==> src/rtl/multicycle_ctrl_if.sv <==
// Shared memory-port handshake between the sequencer (master) and memory (slave).
interface multicycle_ctrl_if;
  logic mem_req;
  logic mem_we;
  logic mem_addr_sel;
  logic mem_ready;

  modport master (
    output mem_req,
    output mem_we,
    output mem_addr_sel,
    input  mem_ready
  );

  modport slave (
    input  mem_req,
    input  mem_we,
    input  mem_addr_sel,
    output mem_ready
  );
endinterface

==> src/rtl/multicycle_ctrl.sv <==
// RV32I multi-cycle sequencer: FETCH/DECODE/EXEC/MEM/WB with shared memory port, counters, halt/fault.
// 4 cycles per ALU op, 5 per load/store plus one per memory wait cycle; stalls while mem_ready is low.
module multicycle_ctrl #(
  parameter int CNT_W       = 32,
  parameter int MEM_TIMEOUT = 255
) (
  input  logic                 clk,
  input  logic                 rst_n,
  input  logic                 start,
  input  logic                 dec_is_load,
  input  logic                 dec_is_store,
  input  logic                 dec_is_halt,
  input  logic                 dec_reg_we,
  multicycle_ctrl_if.master    mem,
  output logic                 ir_we,
  output logic                 pc_we,
  output logic                 rf_we,
  output logic [2:0]           state,
  output logic                 halted,
  output logic                 fault,
  output logic [CNT_W-1:0]     cycle_cnt,
  output logic [CNT_W-1:0]     instret_cnt
);

  typedef enum logic [2:0] {
    S_IDLE   = 3'd0,
    S_FETCH  = 3'd1,
    S_DECODE = 3'd2,
    S_EXEC   = 3'd3,
    S_MEM    = 3'd4,
    S_WB     = 3'd5,
    S_HALT   = 3'd6
  } state_t;

  // The counter only needs to hold MEM_TIMEOUT-1; the limit is hit on the wait cycle that would reach MEM_TIMEOUT.
  localparam int              WAIT_W   = (MEM_TIMEOUT > 1) ? $clog2(MEM_TIMEOUT) : 1;
  localparam bit              TO_EN    = (MEM_TIMEOUT != 0);
  localparam logic [WAIT_W-1:0] WAIT_LIM = WAIT_W'(MEM_TIMEOUT - 1);

  state_t             state_q, state_d;
  logic               fault_q, fault_d;
  logic [WAIT_W-1:0]  wait_q, wait_d;
  logic [CNT_W-1:0]   cycle_q, cycle_d;
  logic [CNT_W-1:0]   instret_q, instret_d;

  logic               mem_req_c;
  logic               mem_we_c;
  logic               mem_addr_sel_c;
  logic               wait_lim;

  assign wait_lim = TO_EN && (wait_q == WAIT_LIM);

  always_comb begin
    state_d        = state_q;
    fault_d        = fault_q;
    wait_d         = '0;
    cycle_d        = cycle_q;
    instret_d      = instret_q;
    mem_req_c      = 1'b0;
    mem_we_c       = 1'b0;
    mem_addr_sel_c = 1'b0;
    ir_we          = 1'b0;
    pc_we          = 1'b0;
    rf_we          = 1'b0;

    case (state_q)
      S_IDLE: begin
        if (start) state_d = S_FETCH;
      end
      S_FETCH: begin
        mem_req_c = 1'b1;
        if (mem.mem_ready) begin
          ir_we   = 1'b1;
          state_d = S_DECODE;
        end else if (wait_lim) begin
          state_d = S_HALT;
          fault_d = 1'b1;
        end else begin
          wait_d = wait_q + WAIT_W'(1);
        end
      end
      S_DECODE: begin
        state_d = dec_is_halt ? S_HALT : S_EXEC;
      end
      S_EXEC: begin
        state_d = (dec_is_load || dec_is_store) ? S_MEM : S_WB;
      end
      S_MEM: begin
        mem_req_c      = 1'b1;
        mem_addr_sel_c = 1'b1;
        mem_we_c       = dec_is_store;
        if (mem.mem_ready) begin
          state_d = S_WB;
        end else if (wait_lim) begin
          state_d = S_HALT;
          fault_d = 1'b1;
        end else begin
          wait_d = wait_q + WAIT_W'(1);
        end
      end
      S_WB: begin
        rf_we     = dec_reg_we;
        pc_we     = 1'b1;
        instret_d = instret_q + CNT_W'(1);
        state_d   = S_FETCH;
      end
      S_HALT: begin
        state_d = S_HALT;
      end
      default: begin
        state_d = S_HALT;
        fault_d = 1'b1;
      end
    endcase

    if ((state_q != S_IDLE) && (state_q != S_HALT)) cycle_d = cycle_q + CNT_W'(1);
  end

  always_ff @(posedge clk or negedge rst_n) begin
    if (!rst_n) begin
      state_q   <= S_IDLE;
      fault_q   <= 1'b0;
      wait_q    <= '0;
      cycle_q   <= '0;
      instret_q <= '0;
    end else begin
      state_q   <= state_d;
      fault_q   <= fault_d;
      wait_q    <= wait_d;
      cycle_q   <= cycle_d;
      instret_q <= instret_d;
    end
  end

  assign mem.mem_req      = mem_req_c;
  assign mem.mem_we       = mem_we_c;
  assign mem.mem_addr_sel = mem_addr_sel_c;
  assign state            = state_q;
  assign halted           = (state_q == S_HALT);
  assign fault            = fault_q;
  assign cycle_cnt        = cycle_q;
  assign instret_cnt      = instret_q;

endmodule
==> src/flat_wrapper.sv <==
// flat-port wrapper written by rule: the top's interface ports become plain ports
module multicycle_ctrl_flat 
#(
  parameter int CNT_W       = 32,
  parameter int MEM_TIMEOUT = 255
)
  (clk, rst_n, start, dec_is_load, dec_is_store, dec_is_halt, dec_reg_we, ir_we, pc_we, rf_we, state, halted, fault, cycle_cnt, instret_cnt, mem_mem_req, mem_mem_we, mem_mem_addr_sel, mem_mem_ready);
  multicycle_ctrl_if mem_i ();
  input  logic clk;
  input  logic rst_n;
  input  logic start;
  input  logic dec_is_load;
  input  logic dec_is_store;
  input  logic dec_is_halt;
  input  logic dec_reg_we;
  output logic ir_we;
  output logic pc_we;
  output logic rf_we;
  output logic [2:0] state;
  output logic halted;
  output logic fault;
  output logic [CNT_W-1:0] cycle_cnt;
  output logic [CNT_W-1:0] instret_cnt;
  output wire logic [$bits(mem_i.mem_req)-1:0] mem_mem_req;
  output wire logic [$bits(mem_i.mem_we)-1:0] mem_mem_we;
  output wire logic [$bits(mem_i.mem_addr_sel)-1:0] mem_mem_addr_sel;
  input wire logic [$bits(mem_i.mem_ready)-1:0] mem_mem_ready;
  assign mem_mem_req = mem_i.mem_req;
  assign mem_mem_we = mem_i.mem_we;
  assign mem_mem_addr_sel = mem_i.mem_addr_sel;
  assign mem_i.mem_ready = mem_mem_ready;
  multicycle_ctrl #(.CNT_W(CNT_W), .MEM_TIMEOUT(MEM_TIMEOUT)) u_core (.clk(clk), .rst_n(rst_n), .start(start), .dec_is_load(dec_is_load), .dec_is_store(dec_is_store), .dec_is_halt(dec_is_halt), .dec_reg_we(dec_reg_we), .mem(mem_i), .ir_we(ir_we), .pc_we(pc_we), .rf_we(rf_we), .state(state), .halted(halted), .fault(fault), .cycle_cnt(cycle_cnt), .instret_cnt(instret_cnt));
endmodule
==> config.mk <==
export PLATFORM = sky130hd
export DESIGN_NAME = multicycle_ctrl_flat
export DESIGN_NICKNAME = d
export VERILOG_FILES = /design/src/rtl/multicycle_ctrl_if.sv /design/src/rtl/multicycle_ctrl.sv /design/src/flat_wrapper.sv
export SDC_FILE = /design/constraint.sdc
export NUM_CORES = 1
export LEC_CHECK = 0
export CAP_MARGIN = 20
export CORE_MARGIN = 2
export CORE_UTILIZATION = 56
export CTS_BUF_LIST = sky130_fd_sc_hd__clkbuf_8
export CTS_CLUSTER_DIAMETER = 60
export DETAILED_ROUTE_END_ITERATION = 7
export GPL_TIMING_DRIVEN = 0
export PLACE_DENSITY = 0.88
export SYNTH_ARGS = -nofsm -noshare
export SYNTH_HDL_FRONTEND = slang
export SYNTH_SLANG_ARGS = --single-unit
==> constraint.sdc <==
create_clock -name clk -period 3 [get_ports clk]
set_input_delay 0.6 -clock clk [delete_from_list [all_inputs] [get_ports clk]]
set_output_delay 0.6 -clock clk [all_outputs]
set_load 0.03 [all_outputs]
# Word-level counts from Yosys, hierarchy flattened
# Index checks and enable logic that the tools add are counted.
# Widths: inputs -> output; s select.
# op_classes
addsub,3
n_bitwise,1
muxes,20
eq_ne,11
reduce_logical,7
# op_table
op,count
$add 32x1->32 const B,2
$mux 8,3
$pmux 3 s6,1
$mux 3,5
$mux 1,10
$eq 3x3->1 const B,3
$add 8x1->8 const B,1
$eq 8x8->1 const B,1
$eq 3x2->1 const B,2
$reduce_or 5->1,1
$ne 2x2->1 const B,2
$eq 3x1->1 const B,1
$logic_not 3->1,1
$ne 3x3->1 const B,1
$reduce_and 3->1,1
$reduce_bool 3->1,1
$ne 2x1->1 const B,1
$pmux 1 s2,1
$reduce_or 2->1,1
$logic_and 1x1->1,1
$logic_or 1x1->1,1
$not 1->1,1
# word_totals
register_bits,76
out_inout_bits,75
in_bits,8
elab_cells,47

# Logic depth before layout (Yosys ltp)
# depth
ltp_word,4
ltp_mapped,6
depth_no_buf,5

# Least setup slack after synthesis
# OpenSTA, ideal clock, no wires.
# synth_path
path_kind,register -> output
startpoint,register u_core.state_q[0] (netlist: u_core.state[0])
endpoint,output port mem_mem_we
arrival_time_ns,1.795
required_time_ns,2.400
path_slack_ns,0.605
n_path_buf,1
stages_incl_launch_ff,5
cell_sequence,dfrtp_1 > clkbuf_1 > nand2b_1 > nor2_1 > and2_1
# synth_between
elab_chain_cells,2
# synth_rtl
element,line,text
from (decl),multicycle_ctrl.sv:40,"state_t state_q, state_d;"
from (signal assigned),multicycle_ctrl.sv:127,state_q <= state_d;
$eq 3x3->1,multicycle_ctrl.sv:66,case (state_q)
$mux 1,multicycle_ctrl.sv:66,
to (decl),flat_wrapper.sv:25,output wire logic [$bits(mem_i.mem_we)-1:0] mem_mem_we;
# No other way between the ends.

# Worst setup path after layout
# layout_path
startpoint,register u_core.state_q[0] (netlist: u_core.state[0])
endpoint,output port mem_mem_addr_sel
# layout_between
elab_chain_cells,2
# layout_rtl
element,line,text
$eq 3x3->1,multicycle_ctrl.sv:66,
$mux 1,multicycle_ctrl.sv:66,
to (decl),flat_wrapper.sv:26,output wire logic [$bits(mem_i.mem_addr_sel)-1:0] mem_mem_addr_sel;
# No other way between the ends.

==> impl_results.rst <==
.. list-table::
   :header-rows: 1

   * - Metric
     - Value
   * - Type of the worst min-delay path
     - in -> async
   * - Startpoint of the worst register-to-register path
     - u_core.state[2]
   * - Detailed Route WL
     - roughly 8.0 mm
   * - Max-slew violation total from the final report
     - 0
   * - Outcome
     - complete, no violations
   * - Portion of netlist area occupied by mux cells
     - 0.3066%
   * - Setup violation total in the final timing report
     - 0
   * - RSZ-0062 raised after global routing
     - no
   * - Worst voltage drop across the vdd grid
     - ~310 uV
   * - Nets
     - ~450
   * - Post-Route Utilization
     - approximately 77%
   * - Cell Pwr Density
     - slightly above 400 nW/um2
   * - Post-route antenna net violation count
     - 0
   * - Final clock period utilization by the worst path
     - 94.82%
   * - Simple-gate area share of the yosys netlist
     - around a quarter
   * - Clock edge transition at the registers on the reported setup and hold paths
     - about 80 ps
   * - Placement Rows
     - 29
   * - CP max stage delay
     - just over 700 ps
   * - Timing endpoint of the critical path
     - mem_mem_addr_sel
   * - H-tree level count
     - 3
   * - Critical path data arrival time
     - around 2200 ps
   * - Worst slew pin tran
     - between 400 and 500 ps
   * - Initial core utilization
     - just under 60%
   * - Count of buffers from port buffering
     - just over 80
   * - Post-synth EDFFs
     - 0
   * - Number of warning messages in the yosys log
     - 0
   * - Area share of fa/ha/maj cells after synthesis
     - under 10%
   * - Avg WL per Cell
     - between 15 and 20 um
   * - Setup total negative slack
     - 0 ps
   * - Worst relative slew slack
     - between 60 and 70%
   * - Cells traversed along the worst timing path
     - clkbuf_1, nand2b_1, nor2_1, clkdlybuf4s50_1
   * - Cell area after technology mapping
     - 3672 um2
   * - Number of violations of the max-capacitance limit
     - 0
   * - Top-Level Pins
     - 83
   * - Vias per cell
     - 5.631
   * - Met2 wire length
     - ~4.0 mm
   * - Crit end category
     - output pin
   * - Leak pwr
     - between 2 and 2.5 nW
   * - Maximum number of pins on one net before global-route repair
     - 42
   * - Width of the chip
     - approximately 85 um
   * - CTS tree
     - built
   * - Total congestion overflow
     - 0
   * - Number of inserted diodes
     - 0
   * - Buffers from clock root to sink, at most
     - 2
   * - HPWL after detailed placement
     - 5.764 mm
   * - Count of buffers added by post-CTS timing repair for setup
     - 0
   * - Share of the synthesized netlist area taken by xor and xnor gates
     - approximately 16%
   * - Vias after detailed routing
     - 2,934
   * - Source-to-sink clock delay at the later pin of the worst-skew pair
     - roughly 360 ps
   * - Maximum net fanout on the critical path
     - 10
   * - Antenna violations before repair
     - 0
   * - Tot GR Track Use
     - 23.69%
   * - Drt first pass iters
     - 4
   * - Die outline area
     - 7222 um2
   * - Start-to-end type of the worst setup path
     - reg -> out
   * - Share of flip-flops with an asynchronous set or reset after synthesis
     - 100.0%
   * - Library cell used as clock root buffer
     - clkbuf_8
   * - Post-synthesis compound-gate area fraction
     - ~2.8%
   * - Chip height
     - between 80 and 90 um
   * - Worst-case register-to-register setup slack
     - between 800 and 900 ps
   * - Wl on met1
     - 3.591 mm
   * - F_max
     - about 350 MHz
   * - Setup crit start kind
     - flip-flop
   * - Critical-path cell with the highest stage delay
     - clkdlybuf4s50_1
   * - Avg Inst Size Synth
     - around 11 um2
   * - Top layer used by detailed routing
     - met4
   * - # DRC
     - 0
   * - Last weighted congestion value of the routability-driven placer
     - 0.8339
   * - DRT iter0 DRCs
     - 190
   * - Data required time at the worst endpoint
     - about 2400 ps
   * - Sequential area share after synthesis
     - 51.79%
   * - End of the worst register-to-register path
     - u_core.cycle_cnt[30]
   * - Post-Route Skew
     - around 12 ps
   * - Number of cells on the worst reg-to-reg path
     - 6
   * - Flip-flop cell with the highest count after synthesis
     - dfrtp_1
   * - CTS Sinks
     - 76
   * - Count of state elements after synthesis
     - 76
   * - Number of fillers in the final layout
     - between 400 and 500
   * - Minimum clock period
     - 2845 ps
   * - First-pass GRT wire length
     - ~14 mm
   * - Number of instances in the synthesized netlist
     - 345
   * - Layout cells sized above 1
     - 7.883%
   * - Detailed-routed wire length on met3
     - between 300 and 400 um
   * - Main combinational cell family by area after synthesis
     - simple AND/OR/NAND/NOR gates
   * - Mapped Nets
     - around 360
   * - Final-report hold violation count
     - 0
   * - Vias in the first global route
     - approximately 2,800
   * - Start point of the critical path
     - u_core.state[0]
   * - Total CTS buffers
     - 9
   * - Count of different cell masters after synthesis
     - 40
   * - Core box area
     - ~6300 um2
   * - Synthesis-to-finish area growth
     - 32.33%
## layout make-up
type | count | area [um2] | area share, %
Clock buffer | 9 | 123.9 | 2.549
Buffer | 10 | 52.55 | 1.081
Inverter | 12 | 45.04 | 0.9269
Timing Repair Buffer | 83 | 843.3 | 17.35
Tap cell | 77 | 96.34 | 1.982
Sequential cell | 76 | 1902 | 39.13
Clock inverter | 7 | 123.9 | 2.549
Multi-Input combinational cell | 247 | 1673 | 34.42
## synthesized netlist by cell type, types with 2 or more instances
| cell | count | share of area (%) |
|---|---|---|
| ha_1 | 4 | 1.4 |
| inv_1 | 11 | 1.1 |
| nor4_2 | 6 | 2.0 |
| nand3_1 | 17 | 2.3 |
| nand4_1 | 12 | 2.0 |
| a21oi_1 | 2 | 0.27 |
| and4_1 | 10 | 2.4 |
| clkbuf_1 | 4 | 0.41 |
| xor2_1 | 50 | 12 |
| dfrtp_1 | 76 | 52 |
| or4_1 | 2 | 0.41 |
| nor2_1 | 25 | 2.6 |
| buf_2 | 3 | 0.41 |
| and3_1 | 7 | 1.2 |
| nor4_1 | 11 | 1.9 |
| xnor2_1 | 19 | 4.5 |
| o21ai_0 | 5 | 0.68 |
| o2111ai_1 | 2 | 0.48 |
| nand2_1 | 33 | 3.4 |
| and2_1 | 5 | 0.85 |
| nor3_1 | 19 | 2.6 |
| nor3b_1 | 2 | 0.41 |
| nand2b_1 | 3 | 0.51 |
## per-stage QoR
stage | setup slack [ps] | hold WS, ps | instances | total power (W) | cell area (um2)
after floorplan | 605.4 | 304.4 | 345 | 0.001046 | 3672
after global placement | -1230 | 455.3 | 504 | 0.001076 | 4589
after detailed placement | 424.0 | 461.0 | 505 | 0.001079 | 4607
after CTS | 65.16 | 202.5 | 521 | 0.002027 | 4855
after global routing | 55.27 | 214.8 | 521 | 0.002071 | 4860
final | 155.4 | 191.6 | 521 | 0.002010 | 4860
## state kept, by name, indices dropped and copies added (netlist names)
name,cells
u_core.instret_cnt,32
u_core.fault,1
u_core.cycle_cnt,32
u_core.state,3
u_core.wait_q,8
## how the worst min path moves through the flow
stage	to	slack, ps	cells past startpoint
after floorplan	u_core.cycle_cnt[0]	300	0
after global placement	u_core.instret_cnt[31]	460	1
after detailed placement	u_core.instret_cnt[31]	460	1
after CTS	u_core.cycle_cnt[5]	200	1
after global routing	u_core.cycle_cnt[5]	210	1
final	u_core.cycle_cnt[5]	190	1
## worst max-delay path, delay by kind of cell (launching register included)
| family | cells | cell delay [ps] |
|---|---|---|
| buffers and inverters | 2 | 960 |
| and+or+nand+nor | 2 | 500 |
| DFF | 1 | 440 |
## power breakdown
group	internal, W	switching (W)	total (W)
clock network	0.000558	0.000395	0.000953
registers	0.00102	0	0.00102
logic	0.0000111	0.0000226	0.0000336
## routing by layer
| metal | vias to the layer above | GRT usage, % |
|---|---|---|
| li1 | 1387 | - |
| met1 | 1444 | 32.86 |
| met2 | 93 | 37.78 |
| met3 | 10 | 3.988 |
| met4 | 0 | 8.658 |
| met5 | - | 0 |
## kinds of logic (layout without fill, tap and decap cells)
| kind of cell | after synthesis | in the layout |
|---|---|---|
| AO/OA/AOI/OAI | 15 | 15 |
| AND/OR/NAND/NOR | 158 | 158 |
| adder cells (fa/ha/maj) | 4 | 4 |
| buffers and inverters | 22 | 121 |
| XOR/XNOR | 69 | 69 |
| multiplexers | 1 | 1 |
| flip-flops | 76 | 76 |
## what timing repair did
action                     4_1_cts  5_1_grt
hold buffers                     0        0
setup endpoints to repair        0        2
gates resized for setup          0        2
## cell usage in the layout (no fill, tap or decap), types with 9 or more instances in the layout
master           synthesis  layout
inv_1                   11      11
dfrtp_1                 76      76
and4_1                  10      10
clkdlybuf4s50_1          0      79
nor3_1                  19      19
nand3_1                 17      17
xor2_1                  50      50
clkbuf_8                 0       9
nor2_1                  25      25
nand2_1                 33      33
xnor2_1                 19      19
nand4_1                 12      12
nor4_1                  11      11
No activity file was read; power rests on OpenSTA's default activity.
